## src/rtl/pcie_dma_dbg_tap_if.sv

```systemverilog
// pcie_dma_dbg_tap_if: snooped DMA request stream plus the debug async-FIFO write side
interface pcie_dma_dbg_tap_if;
    logic        mon_valid;
    logic        mon_ready;
    logic [63:0] mon_data;
    logic        mon_last;
    logic        fifo_wr;
    logic [63:0] fifo_wdata;
    logic        fifo_full;

    modport master (
        input  mon_valid, mon_ready, mon_data, mon_last, fifo_full,
        output fifo_wr, fifo_wdata
    );

    modport slave (
        output mon_valid, mon_ready, mon_data, mon_last, fifo_full,
        input  fifo_wr, fifo_wdata
    );
endinterface

```

## src/rtl/pcie_dma_dbg_tap.sv

```systemverilog
// pcie_dma_dbg_tap: captures the first MAX_BEATS beats of each snooped TLP into a 4-deep queue drained to a debug FIFO
module pcie_dma_dbg_tap #(
    parameter int MAX_BEATS = 2
) (
    input  logic               i_clk,
    input  logic               i_nrst,
    input  logic               i_ena,
    input  logic               i_oneshot,
    input  logic               i_clr,
    pcie_dma_dbg_tap_if.master bus,
    output logic [4:0]         o_captured,
    output logic [15:0]        o_dropped,
    output logic               o_stopped
);
    typedef enum logic [1:0] {IDLE, CAPT, SKIP} state_t;

    state_t      state, state_nxt;
    logic [3:0]  idx, idx_nxt;
    logic [63:0] mem [4];
    logic [1:0]  wr_ptr, rd_ptr;
    logic [2:0]  count;
    logic        xfer, cap, sel, push, pop, drop;
    logic [4:0]  captured_nxt;

    // The monitored stream is never stalled; only completed transfers move the tap
    assign xfer = bus.mon_valid & bus.mon_ready;
    // The capture decision is frozen at TLP start, so mid-TLP enable/stop changes wait for the next TLP
    assign cap = i_ena & ~o_stopped;
    assign pop = (count != 3'd0) & ~bus.fifo_full;
    // A full queue still accepts a beat when the head leaves in the same cycle
    assign push = sel & ((count != 3'd4) | pop);
    assign drop = sel & ~push;
    assign bus.fifo_wr = pop;
    assign bus.fifo_wdata = mem[rd_ptr];
    assign captured_nxt = (push && o_captured != 5'd16) ? o_captured + 5'd1 : o_captured;

    // TLP tracking: decide per beat whether it is selected and where the TLP walk goes next
    always_comb begin
        state_nxt = state;
        idx_nxt = idx;
        sel = 1'b0;
        if (xfer) begin
            case (state)
                IDLE: begin
                    sel = cap;
                    idx_nxt = 4'd1;
                    state_nxt = bus.mon_last ? IDLE : (MAX_BEATS == 1 || !cap) ? SKIP : CAPT;
                end
                CAPT: begin
                    sel = 1'b1;
                    idx_nxt = idx + 4'd1;
                    state_nxt = bus.mon_last ? IDLE : (int'(idx) + 1 == MAX_BEATS) ? SKIP : CAPT;
                end
                default: state_nxt = bus.mon_last ? IDLE : SKIP;
            endcase
        end
    end

    // TLP tracking state register
    always_ff @(posedge i_clk or negedge i_nrst) begin
        if (!i_nrst) begin
            state <= IDLE;
            idx <= '0;
        end else begin
            state <= state_nxt;
            idx <= idx_nxt;
        end
    end

    // Queue storage and pointers; the head entry is presented directly as FIFO write data
    always_ff @(posedge i_clk or negedge i_nrst) begin
        if (!i_nrst) begin
            for (int i = 0; i < 4; i++) mem[i] <= '0;
            wr_ptr <= '0;
            rd_ptr <= '0;
            count <= '0;
        end else begin
            if (push) begin
                mem[wr_ptr] <= bus.mon_data;
                wr_ptr <= wr_ptr + 2'd1;
            end
            if (pop) rd_ptr <= rd_ptr + 2'd1;
            count <= count + {2'b0, push} - {2'b0, pop};
        end
    end

    // Saturating statistics and oneshot stop; a clear pulse overrides any coincident update
    always_ff @(posedge i_clk or negedge i_nrst) begin
        if (!i_nrst) begin
            o_captured <= '0;
            o_dropped <= '0;
            o_stopped <= 1'b0;
        end else if (i_clr) begin
            o_captured <= '0;
            o_dropped <= '0;
            o_stopped <= 1'b0;
        end else begin
            o_captured <= captured_nxt;
            if (drop && o_dropped != 16'hFFFF) o_dropped <= o_dropped + 16'd1;
            o_stopped <= o_stopped | (i_oneshot & (captured_nxt == 5'd16));
        end
    end
endmodule
```

## src/flat_wrapper.sv

```systemverilog
// flat-port wrapper written by rule: the top's interface ports become plain ports
module pcie_dma_dbg_tap_flat 
#(
    parameter int MAX_BEATS = 2
)
  (i_clk, i_nrst, i_ena, i_oneshot, i_clr, o_captured, o_dropped, o_stopped, bus_mon_valid, bus_mon_ready, bus_mon_data, bus_mon_last, bus_fifo_full, bus_fifo_wr, bus_fifo_wdata);
  pcie_dma_dbg_tap_if bus_i ();
  input  logic i_clk;
  input  logic i_nrst;
  input  logic i_ena;
  input  logic i_oneshot;
  input  logic i_clr;
  output logic [4:0] o_captured;
  output logic [15:0] o_dropped;
  output logic o_stopped;
  input wire logic [$bits(bus_i.mon_valid)-1:0] bus_mon_valid;
  input wire logic [$bits(bus_i.mon_ready)-1:0] bus_mon_ready;
  input wire logic [$bits(bus_i.mon_data)-1:0] bus_mon_data;
  input wire logic [$bits(bus_i.mon_last)-1:0] bus_mon_last;
  input wire logic [$bits(bus_i.fifo_full)-1:0] bus_fifo_full;
  output wire logic [$bits(bus_i.fifo_wr)-1:0] bus_fifo_wr;
  output wire logic [$bits(bus_i.fifo_wdata)-1:0] bus_fifo_wdata;
  assign bus_i.mon_valid = bus_mon_valid;
  assign bus_i.mon_ready = bus_mon_ready;
  assign bus_i.mon_data = bus_mon_data;
  assign bus_i.mon_last = bus_mon_last;
  assign bus_i.fifo_full = bus_fifo_full;
  assign bus_fifo_wr = bus_i.fifo_wr;
  assign bus_fifo_wdata = bus_i.fifo_wdata;
  pcie_dma_dbg_tap #(.MAX_BEATS(MAX_BEATS)) u_core (.i_clk(i_clk), .i_nrst(i_nrst), .i_ena(i_ena), .i_oneshot(i_oneshot), .i_clr(i_clr), .bus(bus_i), .o_captured(o_captured), .o_dropped(o_dropped), .o_stopped(o_stopped));
endmodule
```

## config.mk

```make
export PLATFORM = sky130hd
export DESIGN_NAME = pcie_dma_dbg_tap_flat
export DESIGN_NICKNAME = d
export VERILOG_FILES = /design/src/rtl/pcie_dma_dbg_tap_if.sv /design/src/rtl/pcie_dma_dbg_tap.sv /design/src/flat_wrapper.sv
export SDC_FILE = /design/constraint.sdc
export NUM_CORES = 1
export LEC_CHECK = 0
export BUFFER_PORTS_ARGS = -buffer_cell sky130_fd_sc_hd__buf_2
export CORE_UTILIZATION = 55
export CTS_BUF_LIST = sky130_fd_sc_hd__clkbuf_8 sky130_fd_sc_hd__clkbuf_16
export CTS_CLUSTER_SIZE = 16
export DETAILED_ROUTE_END_ITERATION = 8
export PLACE_DENSITY = 0.76
export SLEW_MARGIN = 20
export SYNTH_ARGS = -nofsm -noshare
export SYNTH_HDL_FRONTEND = slang
export SYNTH_SLANG_ARGS = --single-unit
```

## constraint.sdc

```tcl
create_clock -name i_clk -period 2.5 [get_ports i_clk]
set_clock_uncertainty 0.05 [all_clocks]
set_input_delay 0.5 -clock i_clk [delete_from_list [all_inputs] [get_ports i_clk]]
set_output_delay 0.5 -clock i_clk [all_outputs]
set_load 0.05 [all_outputs]
```

-- Word level (Yosys, flattened, before mapping)
Cells that the tools add are included.
- register bits after elaboration: 291
- input port bits: 73
- output and inout port bits: 87
- word-level logic and storage cells: 70
- add/sub/neg operators: 8
- order comparisons: 3
- equal/unequal tests: 6
- muxes and demuxes: 20
- bitwise gates (word level): 13
- reductions and logical operators: 8
- operator list (kind ; number):
    $bwmux W256 ; 1
    $mux W64 ; 3
    $bmux W64 S2 ; 1
    $demux W64 S2 ; 1
    $eq A32 B3 Y1 const B ; 1
    $mux W16 ; 2
    $add A16 B1 Y16 const B ; 1
    $ne A16 B16 Y1 const B ; 1
    $mux W2 ; 5
    $mux W5 ; 2
    $pmux W4 S2 ; 1
    $and A1 B1 Y1 ; 6
    $ge A3 B3 Y1 const B ; 2
    $not A2 Y3 ; 2
    $add A4 B1 Y5 const B ; 1
    $add A5 B1 Y5 const B ; 1
    $eq A5 B5 Y1 const B ; 1
    $ne A5 B5 Y1 const B ; 1
    $add A2 B1 Y2 const B ; 2
    $add A4 B1 Y4 const B ; 1
    $pmux W2 S2 ; 1
    $reduce_bool A2 Y1 ; 2
    $add A3 B1 Y3 ; 1
    $logic_and A1 B1 Y1 ; 3
    other kinds (11) ; 15

-- Longest topological paths before layout
- depth after elaboration: 11
- depth in mapped cells: 7
- depth with buffers taken out: 7

-- Worst setup path after synthesis
No wires, ideal clock.
- kind: input to register
- start: input bus_fifo_full
- end: register u_core.count[1]
- library setup time: 135 ps
- arrival: 2229 ps
- required time: 2315 ps
- slack: 86 ps
- stages: 5
- buffers on the path: 0
- path through: nor2_1 -> ha_1 -> inv_1 -> ha_1 -> fa_1
- longest elaborated chain between the ends: 6
- RTL lines (what ; RTL line ; RTL):
    start, declared ; flat_wrapper.sv:20 ; input wire logic [$bits(bus_i.fifo_full)-1:0] bus_fifo_full;
    $not A1 Y1 (*) ; pcie_dma_dbg_tap.sv:29 ; assign pop = (count != 3'd0) & ~bus.fifo_full;
    $and A1 B1 Y1 (*) ; pcie_dma_dbg_tap.sv:29 ;
    $or A1 B1 Y1 ; pcie_dma_dbg_tap.sv:31 ; assign push = sel & ((count != 3'd4) | pop);
    $and A1 B1 Y1 ; pcie_dma_dbg_tap.sv:31 ;
    $add A3 B1 Y3 ; pcie_dma_dbg_tap.sv:83 ; count <= count + {2'b0, push} - {2'b0, pop};
    $sub A3 B1 Y3 (*) ; pcie_dma_dbg_tap.sv:83 ;
    end signal, assigned ; pcie_dma_dbg_tap.sv:83 ;
    end, declared ; pcie_dma_dbg_tap.sv:21 ; logic [2:0] count;
Mark *: on every way between the ends. The rest lies on a longest branch, timed or not.
A chain may end at the register's enable or synchronous reset.

-- Worst setup path in the final report
- start: register u_core.rd_ptr[0]
- end: output bus_fifo_wdata[39]
- longest elaborated chain between the ends: 4
- RTL lines (what ; RTL line ; RTL):
    start, declared ; pcie_dma_dbg_tap.sv:20 ; logic [1:0] wr_ptr, rd_ptr;
    start signal, assigned ; pcie_dma_dbg_tap.sv:82 ; if (pop) rd_ptr <= rd_ptr + 2'd1;
    $not A2 Y3 (implied by the code) ; pcie_dma_dbg_tap.sv:34 ; assign bus.fifo_wdata = mem[rd_ptr];
    $bmux W64 S2 ; pcie_dma_dbg_tap.sv:34 ;
    $mux W64 (implied by the code) (2 in a row) ; pcie_dma_dbg_tap.sv:34 ;
    end, declared ; flat_wrapper.sv:22 ; output wire logic [$bits(bus_i.fifo_wdata)-1:0] bus_fifo_wdata;
No other way between the ends. The select of a mux whose other input is x is not followed.

==> flow_summary.json <==
{
  "status": "finished, violations left",
  "failed_checks": "setup timing",
  "final_util_pct": 66.86,
  "timing.final.ws_setup_ns": -0.007206,
  "wirelength_um": 28170,
  "crit_path_start_kind": "flip-flop",
  "p_leak_nw": 8.542,
  "slew_viol_final": 0,
  "io_pins": 160,
  "vias": 7646,
  "power.share.switching_pct": 36.46,
  "start_util_pct": 55.78,
  "top_layer": "met5",
  "grt_max_degree": 60,
  "post_drt_wl_per_cell_um": 20.76,
  "antenna_found_initial": 2,
  "die-area_mm2": 0.02611,
  "syn_area_per_cell_um2": 17.06,
  "worstHoldPathType": "in2reg",
  "synth_top_area_share_pct": 51.99,
  "avgViaCountPerCell": 5.634,
  "io_buffers": 159,
  "worst_pin_slew_ns": 0.4822,
  "overflow": 0,
  "ys.flop_type": "dfrtp_1",
  "seqPwrFrac_pct": 32.8,
  "clk_path_buf_depth": 3,
  "period_minus_slack_ns": 2.507,
  "grt_pass1_vias": 8263,
  "area_growth_pct": 19.87,
  "yosysWarnings": 0,
  "critPathKind": "reg2out",
  "grt_usage_pct": 22.44,
  "min_period_over_period_pct": 100.3,
  "timing.fmax_mhz": 398.9,
  "comb_power_share_pct": 47.5,
  "cts_tree": "yes",
  "cp-end-kind": "output pin",
  "rows": 58,
  "clock_sinks": 291,
  "switchingPower_mw": 8.466,
  "hold_viol_final": 0,
  "drive_above_1_share_pct": 55.56,
  "finalSetupViolations": 3,
  "intPower_mw": 14.76,
  "synth_area_leaders": "dfrtp_1 (52%), mux2_4 (26%), mux4_2 (10%)",
  "route.met2.wl_um": 13570,
  "die_width_um": 161.6,
  "ys_seq_area_share_pct": 51.99,
  "cts-root-buf": "clkbuf_16",
  "finalNetCount": 1088,
  "cp.arrival_ns": 1.96,
  "syn_area_mm2": 0.01401,
  "first_iter_violations": 375,
  "dp_hpwl_um": 17520,
  "htree_levels": 2,
  "critPathMaxFanout": 19,
  "max_slew_margin_pct": 67.76,
  "drc": 0,
  "max-cap-violations": 0,
  "async_flop_share_pct": 100.0,
  "ir_drop_uv": 1264,
  "grt_pass1_wl_um": 46170,
  "syn-num-nets": 906,
  "m1WireLength_um": 12720,
  "clk_pin_slew_worst_paths_ns": 0.06,
  "numCtsBuffers": 34,
  "dieHeight_um": 161.6,
  "synth.largest_area_cell": "dfrtp_1",
  "place_congestion": 0.7685,
  "power_mw": 23.22,
  "worst_hold_slack_ns": 0.1646,
  "worstPathRequired_ns": 1.95,
  "wl_met3_um": 1403,
  "clock_latency_ns": 0.49,
  "stdcell_count": 1357,
  "synth_cell_types": 50,
  "synth-edff-count": 0,
  "core-area_mm2": 0.02511,
  "p_clk_share_pct": 19.7,
  "syn_inst": 821,
  "dp_cells": 1293,
  "ys_seq_elements": 291,
  "first_pass_iters": 4,
  "grt_setup_unrepaired": "true",
  "p_per_area_mw_per_mm2": 1383,
  "drtAntennaViolNets": 0
}
[flip-flops by register name, summed over array words and instances (netlist names)]
register           cells
u_core.wr_ptr          2
u_core.rd_ptr          2
u_core.count           3
u_core.state           2
u_core.idx             4
u_core.o_captured      5
u_core.o_stopped       1
u_core.mem           256
u_core.o_dropped      16
[per-stage QoR]
stage | area [um^2] | worst slack, ns | TNS [ns]
4_1_cts | 16780 | -0.07567 | -1.623
2_1_floorplan | 14010 | 0.08581 | 0
5_1_grt | 16790 | -0.08708 | -3.056
6_report | 16790 | -0.007206 | -0.01695
3_5_place_dp | 15350 | 0.1785 | 0
3_3_place_gp | 15350 | 0.2056 | 0
[cells in the final DEF (no fill, tap or decap), drive strengths merged, types with 5 or more instances in the layout]
cell type	count
nor2b	5
buf	188
mux2i	5
nor2	22
clkinv	6
mux2	258
ha	11
o21ai	9
nand2	16
xnor2	11
nand3	13
inv	29
a21oi	9
mux4	64
clkbuf	40
dfrtp	291
a211oi	7
[worst max-delay path, cell delays in order, from the launching register on]
cell and delay (ns):
dfrtp_4 0.49, buf_12 0.22, mux4_2 0.57, buf_6 0.18
[synth_stat cells (2+ instances only)]
cell type and number:
a2111o_1 2, a211oi_1 7, a21oi_1 9, and3_1 2, and4_1 3, buf_1 6
buf_2 4, buf_6 24, clkbuf_1 9, dfrtp_1 291, ha_1 11, inv_1 16
mux2_2 17, mux2_4 240, mux2i_1 5, mux4_2 64, nand2_1 12, nand2_8 4
nand3_1 13, nand4_1 2, nor2_1 21, nor2b_1 5, nor3_1 4, o21ai_0 9
or2_2 2, or3_1 4, xnor2_1 11, xor2_1 2
[power groups by stage]
stage | clock network [mW] | registers, mW | logic, mW
3_5_place_dp | 0 | 7.64 | 9.90
4_1_cts | 4.68 | 7.60 | 11.1
5_1_grt | 4.85 | 7.82 | 11.6
3_3_place_gp | 0 | 7.57 | 9.73
2_1_floorplan | 0 | 7.22 | 8.13
6_report | 4.56 | 7.63 | 11.0
[timing repair]
item / in CTS / in global routing
buffers inserted: 2 / 1
pin swaps: 0 / 0
endpoints found under the setup margin: 57 / 60
resized for setup: 116 / 2
endpoints found under the hold margin: 44 / 0
hold buffers: 1 / 0
[metal layers]
layer | up-vias | track usage [%]
met3 | 40 | 4.700
li1 | 3398 | -
met2 | 164 | 36.07
met4 | 2 | 5.403
met1 | 4042 | 31.41
met5 | - | 0
[cells by family after synthesis]
group	synth area share [%]
AO/OA/AOI/OAI	1.930
AND/OR/NAND/NOR	3.350
XOR/XNOR	0.8129
buffers and inverters	2.966
flip-flops	51.99
adder cells (fa/ha/maj)	1.126
multiplexers	37.82
[cell type report]
cell class              instances  area (um^2)
flip-flops and latches        291         7287
clock inverters                19        91.34
repair buffers                189         1673
clock buffers                  40        944.7
fillers                      1737         8320
diodes                          1        2.502
well taps                     330        412.9
inverters                      17        68.82
multi-input cells             470         6309
[path summary, 6_finish.rpt]
kind                                       start             endpoint  slack [ns]  cells past startpoint
min in group asynchronous                 i_nrst       u_core.mem[15]        0.47                      2
worst max-delay path            u_core.rd_ptr[0]   bus_fifo_wdata[39]      -0.007                      3
worst max register to register   u_core.count[1]  u_core.o_dropped[8]        0.35                      5
worst min register to register     u_core.mem[1]        u_core.mem[1]        0.45                      1
worst min-delay path                bus_mon_last      u_core.state[0]        0.16                      2
max in group asynchronous                 i_nrst       u_core.mem[49]        1.27                      3
(Power assumes the default switching activity.)
